## config.mk

```make
export PLATFORM = sky130hd
export DESIGN_NAME = led_pwm_fader_array_flat
export DESIGN_NICKNAME = d
export VERILOG_FILES = /design/src/rtl/led_pwm_pkg.sv /design/src/rtl/led_pwm_fader_array_if.sv /design/src/rtl/led_pwm_channel.sv /design/src/rtl/led_pwm_fader_array.sv /design/src/flat_wrapper.sv
export SDC_FILE = /design/constraint.sdc
export NUM_CORES = 1
export LEC_CHECK = 0
export ABC_CLOCK_PERIOD_IN_PS = 4200
export CAP_MARGIN = 30
export CORE_MARGIN = 2
export CORE_UTILIZATION = 35
export DETAILED_ROUTE_END_ITERATION = 12
export GPL_ROUTABILITY_DRIVEN = 0
export GPL_TIMING_DRIVEN = 0
export PLACE_DENSITY = 0.57
export SETUP_SLACK_MARGIN = 0.15
export SLEW_MARGIN = 20
export SYNTH_ARGS = -nofsm -noshare
export SYNTH_HDL_FRONTEND = slang
export SYNTH_SLANG_ARGS = --single-unit
```

## constraint.sdc

```tcl
create_clock -name clk -period 4.2 [get_ports clk]
set_clock_uncertainty 0.1 [all_clocks]
set_input_delay 0.63 -clock clk [delete_from_list [all_inputs] [get_ports clk]]
set_output_delay 0.63 -clock clk [all_outputs]
set_load 0.005 [all_outputs]
```

## src/rtl/led_pwm_pkg.sv

```systemverilog
// Shared register map, control bit positions and the perceptual level-to-duty map.
package led_pwm_pkg;

  localparam logic [7:0] REG_TARGET  = 8'h00;
  localparam logic [7:0] REG_CTRL    = 8'h10;
  localparam logic [7:0] REG_FADEDIV = 8'h11;
  localparam logic [7:0] REG_LEVEL   = 8'h20;

  localparam int CTRL_REG_MODE = 0;
  localparam int CTRL_FADE_EN  = 1;

  typedef struct packed {
    logic        full;
    logic [15:0] d16;
  } exp_t;

  // Level 0 is off and 255 is solid on. Other levels use the high nibble as an
  // exponent and the low nibble as a mantissa under an implied leading one.
  function automatic exp_t exp_map(input logic [7:0] level);
    exp_t        r;
    logic [15:0] base;
    r.full = 1'b0;
    r.d16  = 16'h0000;
    base   = {1'b1, level[3:0], 11'b0};
    if (level == 8'hFF) begin
      r.full = 1'b1;
    end else if (level != 8'h00) begin
      r.d16 = base >> (4'd15 - level[7:4]);
    end
    return r;
  endfunction

endpackage

```

## src/rtl/led_pwm_fader_array_if.sv

```systemverilog
// Register bus as seen from the I2C slave application side.
// Handshake: wen is a single-cycle write strobe with addr/wdata valid in the same
// cycle (always accepted, no ready); rdata is combinational from addr at all times.
interface led_pwm_fader_array_if;
  logic       wen;
  logic [7:0] addr;
  logic [7:0] wdata;
  logic [7:0] rdata;

  modport master (output wen, output addr, output wdata, input rdata);
  modport slave  (input wen, input addr, input wdata, output rdata);
endinterface

```

## src/rtl/led_pwm_channel.sv

```systemverilog
// One LED channel: target register, slewing fader, exp map, wrap-aligned shadow
// duty and output comparator.
module led_pwm_channel
  import led_pwm_pkg::*;
#(
  parameter int PWM_W = 12
) (
  input  logic             clk,
  input  logic             rst_n,
  input  logic [PWM_W-1:0] cnt_i,
  input  logic             wrap_i,
  input  logic             fade_en_i,
  input  logic             fade_step_i,
  input  logic             tgt_we_i,
  input  logic [7:0]       tgt_wdata_i,
  input  logic             man_we_i,
  input  logic [7:0]       man_data_i,
  output logic [7:0]       target_o,
  output logic [7:0]       level_o,
  output logic             pwm_o
);

  logic [7:0]       target_q;
  logic [7:0]       level_q, level_d;
  logic [PWM_W-1:0] act_duty_q;
  logic             act_full_q;
  logic             pwm_q;
  exp_t             em;
  logic [PWM_W-1:0] duty_c;

  // Target register: a bus write takes priority over the manual fan-out.
  always_ff @(posedge clk or negedge rst_n) begin
    if (!rst_n)             target_q <= 8'h00;
    else if (tgt_we_i)      target_q <= tgt_wdata_i;
    else if (man_we_i)      target_q <= man_data_i;
  end

  // Fader: follow target directly, or step by one toward the registered target.
  always_comb begin
    level_d = level_q;
    if (!fade_en_i) begin
      level_d = target_q;
    end else if (fade_step_i) begin
      if (level_q < target_q)      level_d = level_q + 8'd1;
      else if (level_q > target_q) level_d = level_q - 8'd1;
    end
  end

  // Level register.
  always_ff @(posedge clk or negedge rst_n) begin
    if (!rst_n) level_q <= 8'h00;
    else        level_q <= level_d;
  end

  // Exp map of the current level, scaled to the counter width.
  always_comb begin
    em     = exp_map(level_q);
    duty_c = PWM_W'(em.d16 >> (16 - PWM_W));
  end

  // Shadow duty: only reloaded on the wrap cycle so a period is never cut short.
  always_ff @(posedge clk or negedge rst_n) begin
    if (!rst_n) begin
      act_duty_q <= '0;
      act_full_q <= 1'b0;
    end else if (wrap_i) begin
      act_duty_q <= duty_c;
      act_full_q <= em.full;
    end
  end

  // Registered compare output.
  always_ff @(posedge clk or negedge rst_n) begin
    if (!rst_n) pwm_q <= 1'b0;
    else        pwm_q <= act_full_q | (cnt_i < act_duty_q);
  end

  assign target_o = target_q;
  assign level_o  = level_q;
  assign pwm_o    = pwm_q;

endmodule

```

## src/rtl/led_pwm_fader_array.sv

```systemverilog
// N-channel LED PWM engine: shared period counter, fade prescaler, control
// registers, manual brightness fan-out and register read mux.
module led_pwm_fader_array
  import led_pwm_pkg::*;
#(
  parameter int NCH   = 8,
  parameter int PWM_W = 12
) (
  input  logic                   clk,
  input  logic                   rst_n,
  led_pwm_fader_array_if.slave   bus,
  input  logic [7:0]             manual_in,
  output logic [NCH-1:0]         pwm_out,
  output logic                   period_tick
);

  localparam logic [4:0] NCH_L = 5'(NCH);

  logic [PWM_W-1:0] cnt_q;
  logic [7:0]       presc_q;
  logic             reg_mode_q, fade_en_q;
  logic [7:0]       fade_div_q;
  logic             wrap, fade_step, man_we;
  logic [7:0]       eff_div;
  logic [3:0]       addr_ch;
  logic             ch_in_range, is_target, is_level;
  logic [7:0]       rdata_c;
  logic [7:0]       target_w [NCH];
  logic [7:0]       level_w  [NCH];

  assign wrap        = (cnt_q == {PWM_W{1'b1}});
  assign period_tick = wrap;
  assign eff_div     = (fade_div_q == 8'd0) ? 8'd1 : fade_div_q;
  assign fade_step   = wrap && (presc_q >= eff_div - 8'd1);
  assign man_we      = !reg_mode_q && !bus.wen;
  assign addr_ch     = bus.addr[3:0];
  assign ch_in_range = ({1'b0, addr_ch} < NCH_L);
  assign is_target   = (bus.addr[7:4] == REG_TARGET[7:4]) && ch_in_range;
  assign is_level    = (bus.addr[7:4] == REG_LEVEL[7:4]) && ch_in_range;

  // Free-running period counter.
  always_ff @(posedge clk or negedge rst_n) begin
    if (!rst_n) cnt_q <= '0;
    else        cnt_q <= cnt_q + 1'b1;
  end

  // Prescaler: counts period ticks and reloads on each fade step.
  always_ff @(posedge clk or negedge rst_n) begin
    if (!rst_n) begin
      presc_q <= 8'd0;
    end else if (wrap) begin
      if (fade_step) presc_q <= 8'd0;
      else           presc_q <= presc_q + 8'd1;
    end
  end

  // Control registers; any target write switches the block into register mode.
  always_ff @(posedge clk or negedge rst_n) begin
    if (!rst_n) begin
      reg_mode_q <= 1'b0;
      fade_en_q  <= 1'b0;
      fade_div_q <= 8'd1;
    end else if (bus.wen) begin
      if (bus.addr == REG_CTRL) begin
        reg_mode_q <= bus.wdata[CTRL_REG_MODE];
        fade_en_q  <= bus.wdata[CTRL_FADE_EN];
      end else if (bus.addr == REG_FADEDIV) begin
        fade_div_q <= bus.wdata;
      end else if (is_target) begin
        reg_mode_q <= 1'b1;
      end
    end
  end

  for (genvar i = 0; i < NCH; i++) begin : g_ch
    logic       tgt_we;
    logic [7:0] man_data;

    assign tgt_we   = bus.wen && is_target && (addr_ch == 4'(i));
    assign man_data = (manual_in == 8'd0) ? 8'd0 : (manual_in ^ {1'b0, 3'(i), 4'b0});

    led_pwm_channel #(.PWM_W(PWM_W)) u_ch (
      .clk         (clk),
      .rst_n       (rst_n),
      .cnt_i       (cnt_q),
      .wrap_i      (wrap),
      .fade_en_i   (fade_en_q),
      .fade_step_i (fade_step),
      .tgt_we_i    (tgt_we),
      .tgt_wdata_i (bus.wdata),
      .man_we_i    (man_we),
      .man_data_i  (man_data),
      .target_o    (target_w[i]),
      .level_o     (level_w[i]),
      .pwm_o       (pwm_out[i])
    );
  end

  // Combinational read mux; unmapped addresses read zero.
  always_comb begin
    rdata_c = 8'h00;
    if (bus.addr == REG_CTRL) begin
      rdata_c = {6'b0, fade_en_q, reg_mode_q};
    end else if (bus.addr == REG_FADEDIV) begin
      rdata_c = fade_div_q;
    end else if (is_target) begin
      for (int i = 0; i < NCH; i++) begin
        if (addr_ch == 4'(i)) rdata_c = target_w[i];
      end
    end else if (is_level) begin
      for (int i = 0; i < NCH; i++) begin
        if (addr_ch == 4'(i)) rdata_c = level_w[i];
      end
    end
  end

  assign bus.rdata = rdata_c;

endmodule

```

## src/flat_wrapper.sv

```systemverilog
// flat-port wrapper written by rule: the top's interface ports become plain ports
module led_pwm_fader_array_flat import led_pwm_pkg::*;
#(
  parameter int NCH   = 8,
  parameter int PWM_W = 12
)
  (clk, rst_n, manual_in, pwm_out, period_tick, bus_wen, bus_addr, bus_wdata, bus_rdata);
  led_pwm_fader_array_if bus_i ();
  input  logic clk;
  input  logic rst_n;
  input  logic [7:0] manual_in;
  output logic [NCH-1:0] pwm_out;
  output logic period_tick;
  input wire logic [$bits(bus_i.wen)-1:0] bus_wen;
  input wire logic [$bits(bus_i.addr)-1:0] bus_addr;
  input wire logic [$bits(bus_i.wdata)-1:0] bus_wdata;
  output wire logic [$bits(bus_i.rdata)-1:0] bus_rdata;
  assign bus_i.wen = bus_wen;
  assign bus_i.addr = bus_addr;
  assign bus_i.wdata = bus_wdata;
  assign bus_rdata = bus_i.rdata;
  led_pwm_fader_array #(.NCH(NCH), .PWM_W(PWM_W)) u_core (.clk(clk), .rst_n(rst_n), .bus(bus_i), .manual_in(manual_in), .pwm_out(pwm_out), .period_tick(period_tick));
endmodule
```

==> results.ini, run 1 <==
[yosys]
synth_seq_area_share_pct = 33.6
synthArstFlopShare_pct = 100
ys_types = 73
syn_area_sq_um = 20100
yosysWarnings = 0
synth_top_area_share_pct = 33.5
synthCells = 2353
ys_seq_elements = 270
synth_edf_count = 0
avgSynthCellArea_sq_um = 8.54
synth_fp_nets = 2599
synthTopCellsByArea = dfrtp_1 (34%), ha_1 (13%), a21oi_1 (6.5%)
yosysTopAreaCell = dfrtp_1
synth-main-ff-cell = dfrtp_1

[sta]
tns_ns = 0
final-setup-viol-count = 0
hold_viol = 0
worstMarginPinSlew_ns = 1.16
fin_ws_ns = 0.109
slew_viol_final = 0
relSlewSlack_pct = 20.6
rsz0062_at_grt = true
min_period_ns = 4.09
max_freq_mhz = 244
fin_crit_sh_pct = 97.4
holdWs_ns = 0.382

[critical_path]
cp_slowest_cell = or4_4
crit_chain = or4_4, or3_4, nor2_4, nor2_4, ha_4, nand2b_4, nor2_4, xnor2_2, ha_1, a21o_1, a211o_1, a41oi_2, o31a_4, buf_12, buf_4, or3_1, a21oi_1, a221o_1
cp_top_family = simple AND/OR/NAND/NOR gates
crit_fanout = 4
crit_arrival_ns = 4.41
path_class = reg2reg
slowest_delay_ns = 0.53
critPathLaunch = u_core.fade_div_q[6]$_DFFE_PN0P_
crit_required_ns = 4.52
start_kind = flop
crit_top_cell = nor2_4
endpoint_kind = flop
cp.buffers_inverters = 2
rr_startpoint = u_core.fade_div_q[6]$_DFFE_PN0P_

[clock_tree]
cts_max_level = 2
worst_skew_pair.late_latency_ns = 0.56
clk_pin_slew_ns = 0.06
numCtsBuffers = 34
cts-root-buf = clkbuf_16
clock_path_buffers = 3
cts_tree = built
cts_sinks = 270

[pwr]
leakagePower_nw = 10.0
switching_share_pct = 43.3
p_per_area_nw_per_um2 = 570
p_int_mw = 7.63
p_clk_share_pct = 23.9
p_comb_share_pct = 47.5
seq_power_share_pct = 28.5
p_switching_mw = 5.81
ir_drop_mv = 0.297

[run]
cap_violations = 0

[floorplanning]
ios = 44
die_h_microns = 244
die_area_sq_um = 59300
core-area_sq_um = 56600
initial_core_util_pct = 35.5
rows = 87
die_w_microns = 244

[detailed_routing]
drt_first_pass_iters = 6
antenna_left = 0
drt_wl_total_mm = 71.3
drt-wirelength-per-cell_microns = 22.1
drc = 0
drt_iter0_drc = 1922
vias = 18720
via_per_inst = 5.80

[grt]
grt_pass1_wl_mm = 109
grt_overflow = 0
grt_max_degree = 97
gr-usage-all-layers_pct = 23.8
grt_pass1_vias = 18187
antenna_found_initial = 2

[run_status]
outcome = finished clean

[final_layout]
most-common-layout-cells = dfrtp_1 (257), a21oi_1 (231), ha_1 (209)
fillers = 5611
insertedDiodeCount = 0
final_util_pct = 41.7
areaGrowthSynthToFinish_pct = 17.3
num-nets-final = 2698
mostFrequentLayoutCell = dfrtp_1
final_area_sq_um = 23600
layout-drive-gt1-share_pct = 12.0

[hold_path]
hold_class = reg2reg
hp-start = u_core.g_ch[2].u_ch.act_duty_q[0]$_DFFE_PN0P_

[placement]
placed_cell_area_sq_um = 21500
dpl.hpwl_mm = 53.2
io_buffers = 32
post-place-ws_ns = -1.03

-- flip-flops by register name (all words and copies together), names as in the netlist, 8 cells and up --
| name | flops |
|---|---|
| u_core.g_ch.u_ch.pwm_o | 8 |
| u_core.g_ch.u_ch.level_o | 64 |
| u_core.presc_q | 8 |
| u_core.fade_div_q | 8 |
| u_core.g_ch.u_ch.target_o | 64 |
| u_core.g_ch.u_ch.act_duty_q | 96 |
| u_core.g_ch.u_ch.act_full_q | 8 |
| u_core.cnt_q | 12 |
-- cell usage after synthesis (22+ instances only) --
| library cell | number |
|---|---|
| a21oi_1 | 259 |
| o22ai_1 | 76 |
| mux2_2 | 27 |
| nor3_1 | 38 |
| nand2_1 | 184 |
| inv_1 | 206 |
| a21o_1 | 42 |
| ha_1 | 211 |
| clkbuf_1 | 90 |
| dfrtp_1 | 269 |
| o21ai_0 | 172 |
| mux2i_1 | 52 |
| nand2b_1 | 27 |
| xnor2_1 | 56 |
| nor2b_1 | 22 |
| nand4_1 | 27 |
| nor2_1 | 208 |
| nand3_1 | 34 |
-- cell families after synthesis --
family | count (synthesis) | share of synthesized area (%)
compound gates | 737 | 22.4
flops | 270 | 33.6
xor+xnor | 64 | 2.79
buf+inv | 341 | 6.68
fa+ha+maj | 219 | 13.9
simple gates | 625 | 14.4
mux | 97 | 6.12
-- through the flow --
stage	cells	power, mW
4_1_cts	3221	13.1
6_report	3228	13.4
5_1_grt	3228	14.3
3_5_place_dp	3147	9.80
2_1_floorplan	2353	8.06
3_3_place_gp	3141	9.53
-- worst paths after layout --
kind / end / slack [ns] / depth (start not counted)
worst max-delay path: u_core.g_ch[1].u_ch.level_o[0]$_DFFE_PN0P_ / 0.11 / 18
worst min-delay path: u_core.g_ch[2].u_ch.act_duty_q[0]$_DFFE_PN0P_ / 0.38 / 2
worst max register to register: u_core.g_ch[1].u_ch.level_o[0]$_DFFE_PN0P_ / 0.11 / 18
worst min register to register: u_core.g_ch[2].u_ch.act_duty_q[0]$_DFFE_PN0P_ / 0.38 / 2
max in group asynchronous: u_core.fade_div_q[6]$_DFFE_PN0P_ / 2.53 / 3
min in group asynchronous: u_core.g_ch[1].u_ch.level_o[5]$_DFFE_PN0P_ / 0.52 / 2
-- worst min-delay path, cell delays in order, from the launching register on --
cell and delay (ns):
dfrtp_1 0.34, nand2_1 0.05, o21ai_0 0.06
-- timing repair --
action,in CTS,in global routing
resized for setup,58,160
pin swaps,7,24
setup endpoints to repair,127,78
setup buffers,12,1
hold buffers,1,0
endpoints found under the hold margin,59,0
gates cloned,5,4
-- layout make-up --
class / instances / area (sq um) / area share (%)
buffer: 134 / 668 / 2.83
clock inverter: 17 / 267 / 1.13
clock buffer: 39 / 911 / 3.86
multi-input combinational: 1742 / 12500 / 53.2
inverter: 207 / 790 / 3.35
tap: 756 / 946 / 4.01
timing repair buffer: 63 / 678 / 2.88
sequential: 270 / 6780 / 28.7
-- layer usage --
metal | share of wire (%) | routed length [microns] | global-route usage, % | vias up
li1 | - | - | - | 8655
met1 | 45 | 32300 | 34.1 | 9097
met2 | 43 | 30600 | 35.5 | 817
met3 | 8.0 | 5730 | 3.77 | 151
met4 | 3.9 | 2750 | 9.86 | 0
met5 | 0 | 0 | 0 | -
-- power by group through the flow --
| stage | combinational [mW] | sequential [mW] | clock (mW) |
|---|---|---|---|
| 2_1_floorplan | 4.68 | 3.38 | 0 |
| 3_3_place_gp | 5.74 | 3.79 | 0 |
| 3_5_place_dp | 6.00 | 3.81 | 0 |
| 4_1_cts | 6.08 | 3.76 | 3.26 |
| 5_1_grt | 7.10 | 3.85 | 3.37 |
| 6_report | 6.39 | 3.83 | 3.22 |
(Power assumes the default switching activity.)
==> run 2: changes to the inputs <==
--- a/config.mk
+++ b/config.mk
@@ -5,14 +5,14 @@
 export SDC_FILE = /design/constraint.sdc
 export NUM_CORES = 1
 export LEC_CHECK = 0
-export ABC_CLOCK_PERIOD_IN_PS = 4200
+export ABC_CLOCK_PERIOD_IN_PS = 3400
 export CAP_MARGIN = 30
 export CORE_MARGIN = 2
 export CORE_UTILIZATION = 35
 export DETAILED_ROUTE_END_ITERATION = 12
 export GPL_ROUTABILITY_DRIVEN = 0
 export GPL_TIMING_DRIVEN = 0
-export PLACE_DENSITY = 0.57
+export PLACE_DENSITY = 0.59
 export SETUP_SLACK_MARGIN = 0.15
 export SLEW_MARGIN = 20
 export SYNTH_ARGS = -nofsm -noshare
==> constraint.sdc (replaced) <==
create_clock -name clk -period 3.4 [get_ports clk]
set_clock_uncertainty 0.1 [all_clocks]
set_input_delay 0.51 -clock clk [delete_from_list [all_inputs] [get_ports clk]]
set_output_delay 0.51 -clock clk [all_outputs]
set_load 0.005 [all_outputs]
==> run 2 against run 1 <==
Against the previous run:
- the run now ends with negative setup slack left
- sequential power grew 23%
- routed wire length is 1.8% lower
- first-iteration DRC count shrank 5.2%
- clock power is 4% higher
- worst hold slack worse by 0.19 ns
- register-to-register slack lost 0.87 ns
- critical path depth unchanged
- clock-buffer cell count grew 11
==> results.ini, run 2 (same netlist as run 1, synthesis figures left out) <==
[run_status]
outcome = finished with violations
violations = negative setup slack

[placement]
io_buffers = 32  ; unchanged
post-place-ws_ns = -1.66  ; -0.630 ns
dpl.hpwl_mm = 52.1  ; -1.9%
placed_cells = 3150  ; +0.095%

[floorplanning]
ios = 44  ; unchanged
die_w_microns = 244  ; unchanged
die_h_microns = 244  ; unchanged
core-area_sq_um = 56600  ; unchanged
die_area_sq_um = 59300  ; unchanged
initial_core_util_pct = 35.5  ; unchanged
rows = 87  ; unchanged

[sta]
tns_ns = -46.19  ; -46.19 ns
rsz0062_at_grt = true
min_period_ns = 4.17  ; +0.0745 ns
worstMarginPinSlew_ns = 1.03  ; -0.132 ns
max_freq_mhz = 240  ; -1.8%
fin_ws_ns = -0.766  ; -0.874 ns
hold_viol = 0  ; unchanged
slew_viol_final = 0  ; unchanged
fin_crit_sh_pct = 123  ; +25 points
relSlewSlack_pct = 31.4  ; +11 points
final-setup-viol-count = 73  ; +73

[clock_tree]
cts_sinks = 270  ; unchanged
clk_pin_slew_ns = 0.06  ; about the same
worst_skew_pair.late_latency_ns = 0.59  ; +0.03 ns
numCtsBuffers = 31  ; -8.8%
clock_path_buffers = 3  ; unchanged
cts-root-buf = clkbuf_16
cts_tree = built
cts_max_level = 1  ; -1

[grt]
use_met2_pct = 36.1  ; +0.54 points
grt_use_met1_pct = 32.0  ; -2.1 points
grt_overflow = 0  ; unchanged
grt_pass1_wl_mm = 108  ; -1.6%
gr-usage-all-layers_pct = 23.1  ; -0.69 points
antenna_found_initial = 0  ; -2
grt_max_degree = 99  ; +2.1%
top_usage_layer = met2
grt_pass1_vias = 18176  ; -0.060%
met3_usage_pct = 2.78  ; -0.99 points

[critical_path]
crit_fanout = 5  ; +1
path_class = reg2reg
crit_arrival_ns = 4.52  ; +0.11 ns
start_kind = flop
slowest_delay_ns = 0.53  ; about the same
crit_top_cell = nor2_4
crit_chain = or4_4, or3_4, nor2_4, nor2_4, ha_4, nand2b_4, nor2_4, xnor2_2, ha_1, a21o_1, a211o_1, a41oi_2, o31a_4, buf_12, buf_12, or3_1, a21oi_2, a221o_1
cp_top_family = simple AND/OR/NAND/NOR gates
cp.buffers_inverters = 2  ; unchanged
endpoint_kind = flop
crit_required_ns = 3.76  ; -0.76 ns
cp_slowest_cell = or4_4

[pwr]
p_per_area_nw_per_um2 = 674  ; +18%
ir_drop_mv = 0.414  ; +39%
finalPower_mw = 16.0  ; +19%
leakagePower_nw = 10.3  ; +2.3%

[detailed_routing]
antenna_left = 0  ; unchanged
vias = 18720  ; unchanged
via_per_inst = 5.74  ; -1.1%
drt-wirelength-per-cell_microns = 21.5  ; -2.9%
drt_iter0_drc = 1823  ; -5.2%
drt_wl_total_mm = 70.0  ; -1.8%
drc = 0  ; unchanged
drt_first_pass_iters = 6  ; unchanged

[final_layout]
top_register = u_core.g_ch.u_ch.act_duty_q
fillers = 5597  ; -0.25%
layout-drive-gt1-share_pct = 14.1  ; +2.1 points
final_util_pct = 42.0  ; +0.35 points
insertedDiodeCount = 0  ; unchanged
most-common-layout-cells = a21oi_1 (241), dfrtp_1 (237), ha_1 (209)
mostFrequentLayoutCell = a21oi_1
largest_register_ffs = 96  ; unchanged
num-nets-final = 2732  ; +1.3%
areaGrowthSynthToFinish_pct = 18.3
stdcell_count = 3264  ; +1.1%

[run]
cap_violations = 0  ; unchanged

[hold_path]
hold_class = in2async

run 2: cell types whose count changed in the layout (fill, tap and decap cells not counted), sizes merged:
cell           delta
clkbuf           +10
clkinv            -5
inv               -1
clkinvlp          -1
dlygate4sd2       +3
bufinv            -5
dlymetal6s2s      +3
clkdlybuf4s50     -7
buf              +39
run 2: metrics by stage:
step,hold WS [ns],area [sq um]
5_1_grt,0.187,23800
6_report,0.195,23800
3_3_place_gp,0.369,21400
4_1_cts,0.169,23200
2_1_floorplan,0.114,20200
3_5_place_dp,0.205,21600
run 2: worst paths after layout:
path / startpoint / to / slack (ns) / depth (start not counted)
worst max-delay path: u_core.fade_div_q[4]$_DFFE_PN0P_ / u_core.g_ch[7].u_ch.level_o[0]$_DFFE_PN0P_ / -0.77 / 18
worst min-delay path: rst_n / u_core.g_ch[2].u_ch.level_o[2]$_DFFE_PN0P_ / 0.19 / 2
worst max register to register: u_core.fade_div_q[4]$_DFFE_PN0P_ / u_core.g_ch[7].u_ch.level_o[0]$_DFFE_PN0P_ / -0.77 / 18
worst min register to register: u_core.g_ch[2].u_ch.act_duty_q[0]$_DFFE_PN0P_ / u_core.g_ch[2].u_ch.act_duty_q[0]$_DFFE_PN0P_ / 0.39 / 2
max in group asynchronous: rst_n / u_core.cnt_q[1]$_DFF_PN0_ / 1.87 / 4
min in group clk: bus_wdata[6] / u_core.g_ch[7].u_ch.target_o[6]$_DFFE_PN0P_ / 0.32 / 3
run 2: worst register-to-register path: stages (launching register included):
cell and delay [ns]:
dfrtp_2 0.40, or4_4 0.53, or3_4 0.40, nor2_4 0.14, nor2_4 0.06, ha_4 0.17
nand2b_4 0.08, nor2_4 0.04, xnor2_2 0.13, ha_1 0.31, a21o_1 0.16, a211o_1 0.26
a41oi_2 0.24, o31a_4 0.27, buf_12 0.14, buf_12 0.13, or3_1 0.13, a21oi_2 0.05
a221o_1 0.30
run 2: power breakdown:
part	internal (mW)	switching, mW	leakage [nW]
Combinational	3.41	4.55	6.30
Sequential	3.66	1.04	3.49
Clock	1.95	1.41	0.481
Total	9.02	7.01	10.3
run 2: timing repair:
| item | CTS | global route |
|---|---|---|
| hold buffers | 1 | 0 |
| pin swaps | 9 | 25 |
| gates cloned | 8 | 1 |
| hold endpoints to repair | 184 | 0 |
| setup buffers | 21 | 28 |
| setup endpoints to repair | 176 | 80 |
| gates resized for setup | 137 | 125 |
run 2: layout make-up:
class	count	area (sq um)	area share (%)
clock inverters	5	75.1	0.316
plain buffers	134	795	3.34
repair buffers	100	941	3.96
flip-flops and latches	270	6820	28.7
well taps	756	946	3.98
clock buffers	50	907	3.81
inverters	207	790	3.32
multi-input cells	1742	12500	52.6
run 2: per-layer routing:
| metal | up-vias | routed length [microns] |
|---|---|---|
| met5 | - | 0 |
| met4 | 0 | 3220 |
| met3 | 182 | 5160 |
| met2 | 804 | 30700 |
| met1 | 9014 | 31000 |
| li1 | 8720 | - |
